[config.mk]
export PLATFORM = sky130hd
export DESIGN_NAME = hilo_muldiv_unit
export DESIGN_NICKNAME = d
export VERILOG_FILES = /design/src/rtl/hilo_muldiv_unit.sv
export SDC_FILE = /design/constraint.sdc
export NUM_CORES = 1
export LEC_CHECK = 0
export ABC_CLOCK_PERIOD_IN_PS = 3400
export CORE_MARGIN = 5
export CORE_UTILIZATION = 50
export DETAILED_ROUTE_END_ITERATION = 8
export PLACE_DENSITY = 0.74
export SLEW_MARGIN = 5
export SYNTH_ARGS = -nofsm -noshare
export SYNTH_HDL_FRONTEND = slang
export SYNTH_SLANG_ARGS = --single-unit
[constraint.sdc]
create_clock -name clk -period 3.4 [get_ports clk]
set_input_delay 0.68 -clock clk [delete_from_list [all_inputs] [get_ports clk]]
set_output_delay 0.68 -clock clk [all_outputs]
set_load 0.05 [all_outputs]
[src/rtl/hilo_muldiv_unit.sv]
// ---------------------------------------------------------------------------
// hilo_muldiv_unit
//
// Multi-cycle multiply/divide unit that sits right after the register bank.
// It takes the two read-data words (A from DR1, B from DR2), runs a radix-2
// shift-add multiply or restoring divide over WIDTH iterations, then applies
// sign correction and writes the HI/LO result registers. HI/LO can also be
// written directly (MTHI/MTLO) while the unit is idle.
//
// Ports:
//   clk    in   1      clock, all state updates on rising edge
//   rst_n  in   1      asynchronous active-low reset
//   start  in   1      launch an operation (sampled only while idle)
//   op     in   2      00 MULTU, 01 MULT, 10 DIVU, 11 DIV
//   A      in   WIDTH  multiplicand / dividend (rs)
//   B      in   WIDTH  multiplier / divisor (rt)
//   wr_hi  in   1      MTHI write enable (idle only)
//   wr_lo  in   1      MTLO write enable (idle only)
//   wdata  in   WIDTH  MTHI/MTLO write data
//   busy   out  1      operation in progress
//   done   out  1      one-cycle pulse after HI/LO receive a result
//   HI     out  WIDTH  product high half / remainder
//   LO     out  WIDTH  product low half / quotient
// ---------------------------------------------------------------------------
module hilo_muldiv_unit #(
    parameter int WIDTH = 32,
    parameter int CNT_W = 6
) (
    input  logic             clk,
    input  logic             rst_n,
    input  logic             start,
    input  logic [1:0]       op,
    input  logic [WIDTH-1:0] A,
    input  logic [WIDTH-1:0] B,
    input  logic             wr_hi,
    input  logic             wr_lo,
    input  logic [WIDTH-1:0] wdata,
    output logic             busy,
    output logic             done,
    output logic [WIDTH-1:0] HI,
    output logic [WIDTH-1:0] LO
);

    typedef enum logic [1:0] {
        IDLE = 2'd0,
        RUN  = 2'd1,
        FIX  = 2'd2
    } state_t;

    state_t             state_q, state_d;
    logic [CNT_W-1:0]   cnt_q, cnt_d;
    logic [2*WIDTH-1:0] acc_q, acc_d;
    logic [WIDTH-1:0]   mcand_q, mcand_d;
    logic [WIDTH-1:0]   rawA_q, rawA_d;
    logic [WIDTH-1:0]   hi_q, hi_d;
    logic [WIDTH-1:0]   lo_q, lo_d;
    logic               isDiv_q, isDiv_d;
    logic               negLo_q, negLo_d;
    logic               negHi_q, negHi_d;
    logic               divZero_q, divZero_d;
    logic               done_q, done_d;

    // Operand magnitudes and sign bits used when an operation is launched.
    // Only the signed ops (op[0]=1) take absolute values.
    logic               signA, signB;
    logic [WIDTH-1:0]   absA, absB;

    assign signA = op[0] & A[WIDTH-1];
    assign signB = op[0] & B[WIDTH-1];
    assign absA  = signA ? (~A + 1'b1) : A;
    assign absB  = signB ? (~B + 1'b1) : B;

    // Multiply step: add the multiplicand into the upper half when the
    // current multiplier bit (acc LSB) is set; the carry becomes the new MSB
    // after the right shift.
    logic [WIDTH:0]     mulSum;
    logic [WIDTH:0]     mulUpper;

    assign mulSum   = {1'b0, acc_q[2*WIDTH-1:WIDTH]} + {1'b0, mcand_q};
    assign mulUpper = acc_q[0] ? mulSum : {1'b0, acc_q[2*WIDTH-1:WIDTH]};

    // Divide step: shift the next dividend bit into a WIDTH+1-bit partial
    // remainder and trial-subtract the divisor; a borrow (MSB set) means the
    // subtraction is discarded and the quotient bit is 0.
    logic [WIDTH:0]     divShift;
    logic [WIDTH:0]     divDiff;

    assign divShift = {acc_q[2*WIDTH-1:WIDTH], acc_q[WIDTH-1]};
    assign divDiff  = divShift - {1'b0, mcand_q};

    // Sign-corrected results, only consumed in the FIX state.
    logic [2*WIDTH-1:0] prodFix;
    logic [WIDTH-1:0]   quotFix;
    logic [WIDTH-1:0]   remFix;

    assign prodFix = negLo_q ? (~acc_q + 1'b1) : acc_q;
    assign quotFix = negLo_q ? (~acc_q[WIDTH-1:0] + 1'b1) : acc_q[WIDTH-1:0];
    assign remFix  = negHi_q ? (~acc_q[2*WIDTH-1:WIDTH] + 1'b1)
                             : acc_q[2*WIDTH-1:WIDTH];

    // Next-state and datapath logic. Every register holds by default; each
    // state only overrides what it changes. While busy, start and the
    // MTHI/MTLO enables are simply not looked at.
    always_comb begin
        state_d   = state_q;
        cnt_d     = cnt_q;
        acc_d     = acc_q;
        mcand_d   = mcand_q;
        rawA_d    = rawA_q;
        hi_d      = hi_q;
        lo_d      = lo_q;
        isDiv_d   = isDiv_q;
        negLo_d   = negLo_q;
        negHi_d   = negHi_q;
        divZero_d = divZero_q;
        done_d    = 1'b0;

        unique case (state_q)
            IDLE: begin
                if (start) begin
                    isDiv_d   = op[1];
                    negLo_d   = signA ^ signB;
                    negHi_d   = op[1] ? signA : (signA ^ signB);
                    divZero_d = op[1] && (B == '0);
                    rawA_d    = A;
                    cnt_d     = '0;
                    state_d   = RUN;
                    // Multiply: multiplier in the low half, multiplicand aside.
                    // Divide: dividend in the low half, divisor aside.
                    if (op[1]) begin
                        acc_d   = {{WIDTH{1'b0}}, absA};
                        mcand_d = absB;
                    end else begin
                        acc_d   = {{WIDTH{1'b0}}, absB};
                        mcand_d = absA;
                    end
                end else begin
                    if (wr_hi) hi_d = wdata;
                    if (wr_lo) lo_d = wdata;
                end
            end

            RUN: begin
                if (isDiv_q) begin
                    if (divDiff[WIDTH]) begin
                        acc_d = {divShift[WIDTH-1:0], acc_q[WIDTH-2:0], 1'b0};
                    end else begin
                        acc_d = {divDiff[WIDTH-1:0], acc_q[WIDTH-2:0], 1'b1};
                    end
                end else begin
                    acc_d = {mulUpper, acc_q[WIDTH-1:1]};
                end
                if (cnt_q == CNT_W'(WIDTH - 1)) begin
                    state_d = FIX;
                end else begin
                    cnt_d = cnt_q + CNT_W'(1);
                end
            end

            FIX: begin
                if (!isDiv_q) begin
                    hi_d = prodFix[2*WIDTH-1:WIDTH];
                    lo_d = prodFix[WIDTH-1:0];
                end else if (divZero_q) begin
                    // Divide by zero: quotient all ones, HI gets the raw dividend.
                    hi_d = rawA_q;
                    lo_d = {WIDTH{1'b1}};
                end else begin
                    hi_d = remFix;
                    lo_d = quotFix;
                end
                done_d  = 1'b1;
                state_d = IDLE;
            end

            default: begin
                state_d = IDLE;
            end
        endcase
    end

    // State and datapath registers. Reset clears everything immediately, so
    // an aborted operation never leaks a partial result into HI/LO.
    always_ff @(posedge clk or negedge rst_n) begin
        if (!rst_n) begin
            state_q   <= IDLE;
            cnt_q     <= '0;
            acc_q     <= '0;
            mcand_q   <= '0;
            rawA_q    <= '0;
            hi_q      <= '0;
            lo_q      <= '0;
            isDiv_q   <= 1'b0;
            negLo_q   <= 1'b0;
            negHi_q   <= 1'b0;
            divZero_q <= 1'b0;
            done_q    <= 1'b0;
        end else begin
            state_q   <= state_d;
            cnt_q     <= cnt_d;
            acc_q     <= acc_d;
            mcand_q   <= mcand_d;
            rawA_q    <= rawA_d;
            hi_q      <= hi_d;
            lo_q      <= lo_d;
            isDiv_q   <= isDiv_d;
            negLo_q   <= negLo_d;
            negHi_q   <= negHi_d;
            divZero_q <= divZero_d;
            done_q    <= done_d;
        end
    end

    assign busy = (state_q != IDLE);
    assign done = done_q;
    assign HI   = hi_q;
    assign LO   = lo_q;

endmodule

# Word level (Yosys, flattened, before mapping)
# Index checks and enable logic that the tools add are counted.
# totals
out_inout_bits	66
register_bits	205
in_bits	103
word_cells	79
# op_classes
add_sub_neg	8
n_reduce_logical	12
n_bitwise	8
mux	30
n_eq_ne	9
# ops
operator	count
$mux W32	14
$mux W64	4
$add A32 B1 Y32 const B	4
$not A32 Y32	4
$pmux W32 S2	2
$pmux W64 S2	1
$add A64 B1 Y64 const B	1
$not A64 Y64	1
$add A32 B32 Y33	1
$mux W33	1
$sub A33 B32 Y33	1
$logic_not A32 Y1	1
$mux W6	2
$ne A2 B2 Y1 const B	6
$pmux W6 S2	1
$reduce_and A3 Y1	3
$add A6 B1 Y6 const B	1
$eq A6 B5 Y1 const B	1
$reduce_and A2 Y1	3
$reduce_bool A2 Y1	3
$mux W2	2
$pmux W2 S2	1
$and A1 B1 Y1	2
$eq A2 B1 Y1 const B	1
other kinds (5)	6

# Longest topological paths before layout
# depth
depth_word	6
mapped_depth	15
ltp_nobuf	13

# Worst setup path before layout
# OpenSTA, ideal clock, no wires.
# synth_path
path_kind	flip-flop to flip-flop
from	register acc_q[31]
to	register acc_q[41]
setup_time_ns	0.142
path_stages_with_launch	15
synth_period_minus_slack_ns	3.553
path_buffers	2
slack_ns	-0.153
arrival_time_ns	3.411
required_time_ns	3.258
path_cell_list	dfrtp_1 > clkbuf_1 > inv_1 > ha_1 > fa_1 > nand2b_1 > a21oi_1 > o21ai_1 > o21ai_0 > a21oi_1 > o41ai_2 > xor2_1 > buf_2 > mux2i_1 > o221ai_1
# synth_via
elab_chain_cells	4
# synth_lines
element	line	source
start, declared	52	logic [2*WIDTH-1:0] acc_q, acc_d;
start signal, assigned	188	acc_q <= '0;
start signal, assigned	201	acc_q <= acc_d;
$sub A33 B32 Y33	89	assign divDiff = divShift - {1'b0, mcand_q};
$mux W64	145	if (divDiff[WIDTH]) begin
$mux W64	144	if (isDiv_q) begin
$pmux W64 S2	118	unique case (state_q)
# No other way between the ends.
# A chain may end at the register's enable or synchronous reset.

# Worst setup path in the final report
# layout_path
from	register acc_q[38]
to	register hi_q[31], in the netlist HI[31]
# layout_via
elab_chain_cells	6
word_cells_on_any_way	9
cone_classes	2 x add/sub; 5 x mux; 2 x bitwise
# layout_lines
element	line	source
$not A32 Y32	98	assign remFix = negHi_q ? (~acc_q[2*WIDTH-1:WIDTH] + 1'b1)
$add A32 B1 Y32	98	
$mux W32	98	
$mux W32	164	end else if (divZero_q) begin
$mux W32 (*)	161	if (!isDiv_q) begin
$pmux W32 S2 (*)	118	
end signal, assigned	204	hi_q <= hi_d;
end, declared	55	logic [WIDTH-1:0] hi_q, hi_d;
# Mark *: on every way between the ends. The rest lies on a longest branch, timed or not.

==> key figures <==
Synth
  – Number of synthesized flops with an enable pin: 0
  – Predominant post-synthesis flop cell: sky130_fd_sc_hd__dfrtp_1
  – Total number of yosys warnings: 0
  – Instance count of the mapped netlist: around 2200
  – Syn_nets: around 2400
  – Unique cell type count in the Yosys netlist: between 70 and 80
  – Area leader, netlist: sky130_fd_sc_hd__dfrtp_1
  – Cell area after synthesis: ~0.017 mm²
  – Main area contributors after synthesis: sky130_fd_sc_hd__dfrtp_1 30%, sky130_fd_sc_hd__nand2_1 7.2%, sky130_fd_sc_hd__xnor2_1 6.5%
  – Async SR Flop Fraction: 100%
  – Post-synthesis sequential element count: 205
  – Sequential-to-total area share from yosys stat: a little under a third
  – Post-synth top area share: 30.0%
  – Avg Cell Area, Syn: around 7.8 µm²

Clock tree
  – Clock tree buffer depth: 3
  – CTS tree: yes
  – Total number of clock tree sinks: between 200 and 250
  – Post-cts hold buffer count: 0
  – Number of H-tree levels: 1
  – CTS root buf: sky130_fd_sc_hd__clkbuf_16
  – Clk slew on worst S/H paths: 0.06 ns
  – Clk Latency, worst-skew pair: around 0.56 ns
  – Inserted Clock Buffers: 26

Placement
  – Placed Cells incl. Taps: 2860
  – Post-Place Cell Area: 0.0205 mm²
  – HPWL reported at the end of detailed placement: 53400 µm
  – Buffers on Ports: 168
  – Weighted congestion at the end of routability-driven global placement: a little over 1

Critical path
  – Worst-path fanout max: 9
  – Family with the most delay on the worst path: simple AND/OR/NAND/NOR gates
  – Setup crit end kind: register
  – Type of the worst setup path: reg2reg
  – List of cells traversed by the critical path: buf_6, or4_4, or4_4, or3_4, or4b_4, nand2b_4, o21a_1, o211ai_2, o31ai_1, o21ai_1
  – Path length in cells of the critical path: 10
  – Critical Path Slowest Stage Cell: sky130_fd_sc_hd__or4_4
  – Number of buffers and inverters on the critical path: 1
  – Worst-case reg-to-reg path depth: 10
  – Required time at the endpoint of the critical path: slightly below 4 ns
  – Startpoint type of the worst setup path: register
  – Delay of the slowest critical-path stage: ~0.56 ns
  – Cell repeated most along the worst path: sky130_fd_sc_hd__or4_4
  – Worst endpoint data arrival time: roughly 3.8 ns

Layout
  – Net count of the finished layout: between 2000 and 3000
  – Final design area excluding fillers: 0.0217 mm²
  – Number of non-filler instances in the completed layout: approximately 2900
  – Highest-count cells in the layout ignoring fill and taps: 326 x sky130_fd_sc_hd__nand2_1, 226 x sky130_fd_sc_hd__buf_4, 199 x sky130_fd_sc_hd__dfrtp_1
  – Most common cell after layout, fill and taps aside: sky130_fd_sc_hd__nand2_1
  – Number of diodes added for antenna fixing: 0
  – Synth-to-layout area growth: 26.8%
  – Layout cell share with drive strength beyond 1: between 10 and 15%
  – Final Core Density: between 60 and 70%

Die
  – Die outline area: about 0.038 mm²
  – Area of the core: around 0.034 mm²
  – Vertical die dimension: 195 µm
  – Effective utilization at floorplan: approximately 51%
  – # IOs: approximately 170
  – Std-Cell Rows: between 60 and 70
  – Die width: a little under 200 µm

Global route
  – Largest net degree at the start of global routing: 90
  – Global-route total usage across every layer: about a third
  – Wire length of the first global-routing pass: roughly 100000 µm
  – Initial antenna violation count: 1
  – Sum of overflow across all layers after global routing: 0
  – Number of global-route vias before repair: roughly 17000

STA
  – Min cycle time layout: approximately 3.4 ns
  – Unrepaired setup endpoints after global routing: true
  – Tightest slew margin relative to the limit: between 30% and 40%
  – Final number of max-transition violations: 0
  – Slew of the pin with the lowest slew margin: ~0.95 ns
  – Setup violation total in the final timing report: 0
  – Final period utilization: 98.6%
  – Skew final: 0.0268 ns
  – Final Hold Fails: 0
  – Achievable frequency: roughly 300 MHz
  – Final sum of negative setup slack: 0 ns

Route
  – 1st-iter DRT viols: around 2200
  – Number of antenna-violating nets in the routed design: 0
  – 1st-pass router iterations: 5
  – Mean routed wirelength per cell: 23.6 µm
  – Vias per cell: 6.29
  – Total DRC errors in the routed layout: 0
  – Routed via count: approximately 18000
  – WL final: 68800 µm

Flow run
  – Number of max-cap violations: 0

Pwr
  – Peak VDD IR: roughly 0.66 mV
  – Leakage: 9.28 nW
  – Ratio of total power to cell area: 1210 mW/mm²

Worst hold path
  – Worst Hold Class: in2async

Run status
  – Result of the run: completed
worst paths after layout:
| check | slack [ns] | endpoint | from |
|---|---|---|---|
| min in group clk | 0.47 | LO[27]$_DFFE_PN0P_ | LO[27]$_DFFE_PN0P_ |
| hold / removal | 0.16 | HI[21]$_DFFE_PN0P_ | rst_n |
| setup / recovery | 0.05 | HI[31]$_DFFE_PN0P_ | acc_q[38]$_DFFE_PN0P_ |
| setup reg to reg | 0.05 | HI[31]$_DFFE_PN0P_ | acc_q[38]$_DFFE_PN0P_ |
| hold reg to reg | 0.47 | LO[27]$_DFFE_PN0P_ | LO[27]$_DFFE_PN0P_ |
| max in group asynchronous | 2.33 | isDiv_q$_DFFE_PN0P_ | rst_n |
what timing repair did:
item | 4_1_cts | 5_1_grt
resized for setup | 8 | 33
cloned | 0 | 1
setup endpoints to repair | 5 | 41
setup buffers | 1 | 5
pin swaps | 6 | 13
per-layer routing:
layer / GRT usage, % / routed length (µm)
met1: 49.5 / 28800
met2: 52.8 / 29900
met3: 8.71 / 8000
met4: 9.13 / 2120
met5: 0 / 14
registers in the layout, summed over array words and instances (netlist names):
name,cells
LO,32
cnt_q,6
negLo_q,1
divZero_q,1
rawA_q,32
done,1
negHi_q,1
HI,32
state_q,2
mcand_q,32
acc_q,64
isDiv_q,1
synth_stat cells (4+ instances only):
| master | n |
|---|---|
| sky130_fd_sc_hd__o31ai_1 | 31 |
| sky130_fd_sc_hd__o211ai_1 | 48 |
| sky130_fd_sc_hd__xnor2_1 | 127 |
| sky130_fd_sc_hd__o21ai_0 | 189 |
| sky130_fd_sc_hd__nor4_1 | 15 |
| sky130_fd_sc_hd__o31a_1 | 6 |
| sky130_fd_sc_hd__a21o_1 | 46 |
| sky130_fd_sc_hd__nand2_1 | 326 |
| sky130_fd_sc_hd__nand4_1 | 12 |
| sky130_fd_sc_hd__nand2b_1 | 19 |
| sky130_fd_sc_hd__inv_1 | 61 |
| sky130_fd_sc_hd__o21ai_1 | 6 |
| sky130_fd_sc_hd__a211oi_1 | 65 |
| sky130_fd_sc_hd__clkbuf_1 | 140 |
| sky130_fd_sc_hd__a311oi_1 | 4 |
| sky130_fd_sc_hd__ha_1 | 69 |
| sky130_fd_sc_hd__a22oi_1 | 19 |
| sky130_fd_sc_hd__nor3_1 | 30 |
| sky130_fd_sc_hd__a21oi_1 | 164 |
| sky130_fd_sc_hd__nor2b_1 | 9 |
| sky130_fd_sc_hd__a31o_2 | 4 |
| sky130_fd_sc_hd__or3_1 | 23 |
| sky130_fd_sc_hd__mux2i_1 | 62 |
| sky130_fd_sc_hd__nor2_1 | 148 |
| sky130_fd_sc_hd__xor2_1 | 82 |
| sky130_fd_sc_hd__and2_1 | 13 |
| sky130_fd_sc_hd__and4_1 | 6 |
| sky130_fd_sc_hd__a221oi_1 | 4 |
| sky130_fd_sc_hd__o22ai_1 | 36 |
| sky130_fd_sc_hd__a221o_1 | 4 |
| sky130_fd_sc_hd__o21a_1 | 9 |
| sky130_fd_sc_hd__a31oi_1 | 17 |
| sky130_fd_sc_hd__a21boi_0 | 4 |
| sky130_fd_sc_hd__or4_1 | 7 |
| sky130_fd_sc_hd__or2_2 | 12 |
| sky130_fd_sc_hd__o21bai_1 | 5 |
| sky130_fd_sc_hd__buf_2 | 9 |
| sky130_fd_sc_hd__and3_1 | 11 |
| sky130_fd_sc_hd__nand3_1 | 42 |
| sky130_fd_sc_hd__o41ai_1 | 12 |
| sky130_fd_sc_hd__o221ai_1 | 15 |
| sky130_fd_sc_hd__dfrtp_1 | 205 |
| sky130_fd_sc_hd__buf_1 | 17 |
| sky130_fd_sc_hd__or4_4 | 6 |
logic make-up (layout without fill, tap and decap cells):
logic type                 Yosys count  count (layout)  synth area share, %
AOI/OAI and AO/OA                  715             715                 26.6
and+or+nand+nor                    688             688                 18.3
DFF                                205             205                 30.0
adders and majority gates           71              71                 5.29
buffers and inverters              232             514                 5.26
xor gates and xnor gates           209             209                 10.7
muxes                               65              65                 3.83
metrics by stage:
step	power, W	setup slack [ns]	hold WS (ns)
final	0.0261	0.0475	0.156
after floorplan	0.0156	-0.00579	0.384
after global placement	0.0217	-0.147	0.461
after CTS	0.0253	0.00218	0.182
after global routing	0.0277	-0.108	0.212
after detailed placement	0.0220	-0.186	0.466
cell type report:
type,count,area [µm²]
clock buffer,32,713
inverter,63,236
tap,448,561
clock inverter,16,255
timing repair buffer,403,3520
multi-input combinational,1748,11200
sequential,205,5140
fill,2887,12000
worst register-to-register path, delay by kind of cell (launching register included):
| family | cells | cell delay (ns) |
|---|---|---|
| and+or+nand+nor | 5 | 2.13 |
| DFF | 1 | 0.40 |
| AOI/OAI and AO/OA | 4 | 0.57 |
| buffers and inverters | 1 | 0.16 |
power by group:
| group | total [W] | leakage, nW | internal (W) | switching (W) |
|---|---|---|---|---|
| clock | 0.00312 | 0.464 | 0.00195 | 0.00117 |
| combinational | 0.0180 | 6.33 | 0.00752 | 0.0105 |
| sequential | 0.00495 | 2.48 | 0.00363 | 0.00131 |
No activity file was read; power rests on OpenSTA's default activity.
